===== src/rtl/exe_stage.sv =====
// exe_stage: execute stage that forms Val2, runs the ALU, computes the branch target and holds NZCV.
module exe_stage (
  input  logic        clk,
  input  logic        rst,
  input  logic [3:0]  EXE_CMD,
  input  logic        MEM_R_EN,
  input  logic        MEM_W_EN,
  input  logic        MEM_WB_EN,
  input  logic        B,
  input  logic        S,
  input  logic [31:0] PC,
  input  logic [31:0] Val_Rn,
  input  logic [31:0] Val_Rm,
  input  logic        Imm,
  input  logic [11:0] Shift_operand,
  input  logic [23:0] Signed_imm_24,
  input  logic [3:0]  Dest,
  input  logic        Carry,
  output logic [31:0] ALU_Res,
  output logic [31:0] Br_Addr,
  output logic        Branch_taken,
  output logic [31:0] Val_Rm_out,
  output logic [3:0]  Dest_out,
  output logic        MEM_R_EN_out,
  output logic        MEM_W_EN_out,
  output logic        MEM_WB_EN_out,
  output logic [3:0]  Status
);
  logic [4:0]  shiftAmt;
  logic [31:0] rotImm, shifted, val2, opB;
  logic [32:0] sum;
  logic        isArith, isSub, cin, nextC, nextV;
  always_comb begin
    shiftAmt = Shift_operand[11:7];
    rotImm   = 32'({2{24'b0, Shift_operand[7:0]}} >> {Shift_operand[11:8], 1'b0});
    shifted  = Shift_operand[6:5] == 2'b00 ? Val_Rm << shiftAmt :
               Shift_operand[6:5] == 2'b01 ? Val_Rm >> shiftAmt :
               Shift_operand[6:5] == 2'b10 ? 32'($signed(Val_Rm) >>> shiftAmt) :
                                             32'({Val_Rm, Val_Rm} >> shiftAmt);
    val2     = (MEM_R_EN || MEM_W_EN) ? {20'b0, Shift_operand} : Imm ? rotImm : shifted;
    isSub    = EXE_CMD == 4'b0100 || EXE_CMD == 4'b0101;
    isArith  = isSub || EXE_CMD == 4'b0010 || EXE_CMD == 4'b0011;
    // Subtraction is Rn + ~Val2 + cin so the carry out doubles as "no borrow".
    opB      = isSub ? ~val2 : val2;
    cin      = EXE_CMD == 4'b0100 ? 1'b1 : (EXE_CMD == 4'b0011 || EXE_CMD == 4'b0101) ? Carry : 1'b0;
    sum      = {1'b0, Val_Rn} + {1'b0, opB} + 33'(cin);
    ALU_Res  = isArith              ? sum[31:0] :
               EXE_CMD == 4'b0001   ? val2 :
               EXE_CMD == 4'b1001   ? ~val2 :
               EXE_CMD == 4'b0110   ? Val_Rn & val2 :
               EXE_CMD == 4'b0111   ? Val_Rn | val2 :
               EXE_CMD == 4'b1000   ? Val_Rn ^ val2 : 32'b0;
    nextC    = isArith ? sum[32] : Status[1];
    nextV    = isArith ? (Val_Rn[31] == opB[31]) && (sum[31] != Val_Rn[31]) : Status[0];
  end
  assign Br_Addr       = PC + {{6{Signed_imm_24[23]}}, Signed_imm_24, 2'b00};
  assign Branch_taken  = B;
  assign Val_Rm_out    = Val_Rm;
  assign Dest_out      = Dest;
  assign MEM_R_EN_out  = MEM_R_EN;
  assign MEM_W_EN_out  = MEM_W_EN;
  assign MEM_WB_EN_out = MEM_WB_EN;
  always_ff @(posedge clk or posedge rst)
    if (rst) Status <= 4'b0000;
    else if (S) Status <= {ALU_Res[31], ALU_Res == 32'b0, nextC, nextV};
endmodule


===== config.mk =====
export PLATFORM = sky130hd
export DESIGN_NAME = exe_stage
export DESIGN_NICKNAME = d
export VERILOG_FILES = /design/src/rtl/exe_stage.sv
export SDC_FILE = /design/constraint.sdc
export NUM_CORES = 1
export LEC_CHECK = 0
export BUFFER_PORTS_ARGS = -buffer_cell sky130_fd_sc_hd__buf_4
export CORE_ASPECT_RATIO = 1.75
export CORE_MARGIN = 1.5
export CORE_UTILIZATION = 64
export CTS_CLUSTER_DIAMETER = 150
export DETAILED_ROUTE_END_ITERATION = 10
export GPL_TIMING_DRIVEN = 1
export PLACE_DENSITY = 0.91
export SYNTH_ARGS = -nofsm -noshare
export SYNTH_HDL_FRONTEND = slang
export SYNTH_SLANG_ARGS = --single-unit
export TNS_END_PERCENT = 10

===== constraint.sdc =====
create_clock -name clk -period 11.7 [get_ports clk]
set_clock_uncertainty 0.15 [all_clocks]
set_input_delay 0.585 -clock clk [delete_from_list [all_inputs] [get_ports clk]]
set_output_delay 0.585 -clock clk [all_outputs]
set_load 0.005 [all_outputs]

==> qor.txt, run 1 <==
CTS Buf Count -> 3
Cell variety after synth -> 101
Die H -> 195 um
Pin count of the biggest net entering global routing -> 77
Run status -> stopped before the end
Hold buffers post-CTS -> 0
Post-DP HPWL -> 49600 um
Mux cell area share after synthesis -> 21.4%
Setup Fix Bufs, Post-CTS -> 0
# rows -> 70
Top FF cell, synth -> dfrtp_1
Largest family of logic cells by synthesized area -> compound AO/OA/AOI/OAI gates
Sequential area share after synthesis -> 0.741%
Cell Area, Synth -> 13500 um2
Die Wd -> 113 um
First-pass GRT wire length -> 108000 um
Cell type with the largest total area after synthesis -> mux4_2
YS warnings -> 0
Error message -> [ERROR GRT-0116] Global routing finished with congestion. Check the congestion regions in the DRC Viewer.
CTS root buf -> clkbuf_16
Sink Count -> 4
Total gr overflow -> 11
Overall routing resource usage -> 64.2%
PortBufs -> 240
CTS H-tree depth -> 1
Synth Area in Simple Gates -> 18.7%
Syn avg cell area -> 7.48 um2
Io pins -> 257
Vias in the first global route -> 17800
XOR/XNOR Fraction of Synth Area -> 4.67%
Post-synth EDFFs -> 0
Failing step -> 5_1_grt
Synth Area in Adders -> 11.9%
Initial Utilization -> 64.8%
Syn Nets -> 2083
Post-CTS Resized -> 0
Yosys top cell area share -> 12.5%
Placer Congestion -> 1.21
FFs w/ async S/R, synth -> 100%
Mapped Cells -> 1807
Maximum root-to-sink buffer count -> 2
Seq cells post-synth -> 4
Largest cells by area after synthesis -> mux4_2 13%, ha_1 11%, mux2i_1 5.9%
Post-DP Area -> 14800 um2
Synth Area in Compound Gates -> 31.5%
Post-Place Setup Slack -> 3.37 ns
-- cells by family after synthesis --
family | after synthesis
DFF | 4
and+or+nand+nor | 525
buffers and inverters | 300
muxes | 189
adders and majority gates | 127
AOI/OAI and AO/OA | 590
xor gates and xnor gates | 72
-- through the flow --
stage | hold WS, ns | instances
after CTS | 0.0995 | 2136
after floorplan | 0.201 | 1807
after global placement | 0.326 | 2133
after detailed placement | 0.327 | 2133
-- cell usage after synthesis, drive strengths merged (7+ instances only) --
library cell,count
a211oi,27
inv,113
buf,97
and3,17
mux4,75
o2111ai,10
o22ai,35
o32ai,11
o21a,28
a221o,11
o31a,11
a21oi,99
nor2,137
and2,17
a21o,25
a2111oi,11
nor4,17
a31oi,21
o211a,8
nand4,17
or3,10
ha,124
o31ai,16
clkbuf,90
a32oi,7
nand2b,30
a221oi,19
xnor2,47
nor3,45
o221ai,7
o311ai,9
o21ai,102
mux2i,81
o211ai,29
nand2,142
nand3,36
mux2,33
a222oi,10
a2bb2oi,9
a22oi,26
xor2,25
or2,14
nor2b,22
-- per-layer routing --
metal  global-route usage, %  GRT overflow
met2                    91.2             7
met5                    2.30             0
met1                    60.5             0
met3                    35.8             1
met4                    72.2             3
==> run 2: changes to the inputs <==
- CORE_ASPECT_RATIO: 1.75 -> default
- CORE_UTILIZATION: 64 -> 40
- CTS_CLUSTER_DIAMETER: 150 -> default
- PLACE_DENSITY: 0.91 -> default
- PLACE_DENSITY_LB_ADDON: default -> 0.15
==> run 2 against run 1 <==
The run now ends clean; synthesized cell count unchanged; synthesized area unchanged.
==> qor.txt, run 2 <==
Seq cells post-synth -> 4 (unchanged)
Antenna viol nets, final -> 0
CP max stage cell -> buf_4
CP peak stage delay -> 0.65 ns
Yosys top cell area share -> 12.5% (unchanged)
Reg power frac -> 1.8%
CTS tree -> yes
Min-Delay Path Class -> input port to async pin
CP Class -> input port to primary output
Via density -> 6.86
Max_cap viols -> 0
CP Launch Type -> input port
Drc violations -> 0
Most frequent cells in the layout -> 266 x buf_4, 142 x nand2_1, 135 x nor2_1
Sink Count -> 4 (unchanged)
Power Density -> 62.0 nW/um2
Overall routing resource usage -> 37.9%
Core area -> 33400 um2
Largest register FFs -> 4
Post-Layout Cell Count -> 2340
First-pass GRT wire length -> 101000 um
Hold Vio Cnt, Final -> 0
FFs w/ async S/R, synth -> 100% (unchanged)
Drt wl/cell -> 29.5 um
Largest regs -> Status: 4 flops
Cell Area, Synth -> 13500 um2 (unchanged)
Final total power -> 937 uW
Hold buffers post-CTS -> 0 (unchanged)
Total Nets Final -> 2168
Placed insts -> 2335 (+9.5%)
Period utilisation layout -> 68.8%
Post-CTS Resized -> 0 (unchanged)
Fmax -> 124 MHz
Commonest non-fill, non-tap cell in the layout -> buf_4
Worst skew pair latency -> 0.22 ns
YS warnings -> 0 (unchanged)
Vias after detailed routing -> 16100
DR pass1 iterations -> 6
Clk slew on worst S/H paths -> 0.03 ns
Final setup margin -> 3.65 ns
Syn Nets -> 2083 (unchanged)
WP data required -> 10.97 ns
CTS root buf -> clkbuf_16
Top reg by flops -> Status
CP Capture Type -> primary output
Sw frac -> 56.4%
Setup Fix Bufs, Post-CTS -> 0 (unchanged)
Pin count of the biggest net entering global routing -> 77
WL final -> 69000 um
Fin. max-slew vios -> 0
Most frequent CP cell -> buf_4
Maximum root-to-sink buffer count -> 2 (unchanged)
Top-count cell post-synth -> nand2_1
Cell type with the largest total area after synthesis -> mux4_2
Die Wd -> 187 um (+66%)
Slew HR -> 19.5%
Io pins -> 257 (unchanged)
Pint -> 408 uW
# rows -> 67 (-4.3%)
Least-Margin Pin Slew -> 1.21 ns
Power share of the combinational group -> 92.4%
CP arrival -> 7.32 ns
Syn avg cell area -> 7.48 um2 (unchanged)
Tmin final -> 8.05 ns
Cell variety after synth -> 101 (unchanged)
Crit-path leading delay family -> compound AO/OA/AOI/OAI gates
CTS H-tree depth -> 1 (unchanged)
Antenna violations before repair -> 1
Vias in the first global route -> 15100
Run status -> finished clean
Post-Place Setup Slack -> 3.72 ns (+0.347 ns)
Worst-path cell chain -> buf_4 > buf_4 > nor2b_1 > a222oi_1 > mux4_2 > o31ai_1 > xnor2_1 > fa_1 > fa_1 > nor2b_1 > o31a_1 > o2111ai_1 > a2111oi_0 > o21ai_1 > o311ai_1 > mux2i_1 > a211oi_1 > inv_1 > buf_4
Layout cells sized above 1 -> 22.2%
Top FF cell, synth -> dfrtp_1
Die area -> 34900 um2
Setup-failing EPs final -> 0
Critical Path Fanout Max -> 56
Maximum VDD drop -> 65.1 uV
Clock power frac -> 5.8%
Area delta synth->final -> 11.9%
Die H -> 187 um (-4.3%)
Synth cell count leaders -> 142 x nand2_1, 137 x nor2_1, 124 x ha_1
Worst Path Buf+Inv -> 4
Fin Setup TNS -> 0 ns
Placer Congestion -> 1.02 (-16%)
Post-synth EDFFs -> 0 (unchanged)
CTS Buf Count -> 3 (unchanged)
Initial Utilization -> 40.5% (-24 points)
PortBufs -> 240 (unchanged)
Post-DP HPWL -> 53300 um (+7.4%)
Largest cells by area after synthesis -> mux4_2 13%, ha_1 11%, mux2i_1 5.9%
Sequential area share after synthesis -> 0.741% (unchanged)
Leak Pwr -> 0.00655 uW
Final Util -> 45.3%
Mapped Cells -> 1807 (unchanged)
Total gr overflow -> 0
Initial DRC Count -> 1930
RSZ-0062 raised after global routing -> false
Sw Pwr -> 529 uW
## run 2: cell families (layout without fill, tap and decap cells)
family	count (synthesis)	count (layout)	share of synthesized area, %
other	0	2	0
multiplexers	189	189	21.4
adder cells (fa/ha/maj)	127	127	11.9
AO/OA/AOI/OAI	590	590	31.5
buffers and inverters	300	383	11.0
XOR/XNOR	72	72	4.67
flip-flops	4	4	0.741
AND/OR/NAND/NOR	525	525	18.7
## run 2: per-layer routing
metal	global-route usage [%]	up-vias	routed length (um)
met5	0	-	0
met2	62.9	1049	31600
met3	5.85	255	6070
met4	23.2	0	5120
li1	-	7039	-
met1	46.2	7719	26200
## run 2: metrics by stage
step | hold WS (ns) | instance area [um2]
floorplan | 0.201 | 13500
global placement | 0.320 | 15000
detailed placement | 0.334 | 15000
CTS | 0.0970 | 15100
global route | 0.112 | 15100
finish | 0.0939 | 15100
## run 2: cell type report
| type | count | area, um2 |
|---|---|---|
| fill | 3451 | 18200 |
| multi-input combinational | 1503 | 11900 |
| timing repair buffer | 267 | 2010 |
| tap | 448 | 561 |
| inverter | 113 | 424 |
| sequential | 4 | 100 |
| clock buffer | 3 | 75.1 |
| antenna | 2 | 5.00 |
## run 2: power by group through the flow
stage               clock [uW]  combinational, uW  sequential [uW]
floorplan                    0                529             17.2
global placement             0                843             17.1
detailed placement           0                842             17.2
CTS                       54.2                846             17.0
global route              56.3                919             17.2
finish                    54.3                866             17.0
## run 2: path summary, 6_finish.rpt
path / start / end / slack (ns) / cells after the start
max: Shift_operand[9] / ALU_Res[30] / 3.65 / 19
min: rst / Status[3] / 0.09 / 2
max reg2reg: Status[3] / Status[3] / 10.80 / 1
min reg2reg: Status[0] / Status[0] / 0.34 / 2
max in group asynchronous: rst / Status[1] / 11.15 / 2
min in group clk: Status[0] / Status[0] / 0.34 / 2
(Power assumes the default switching activity.)
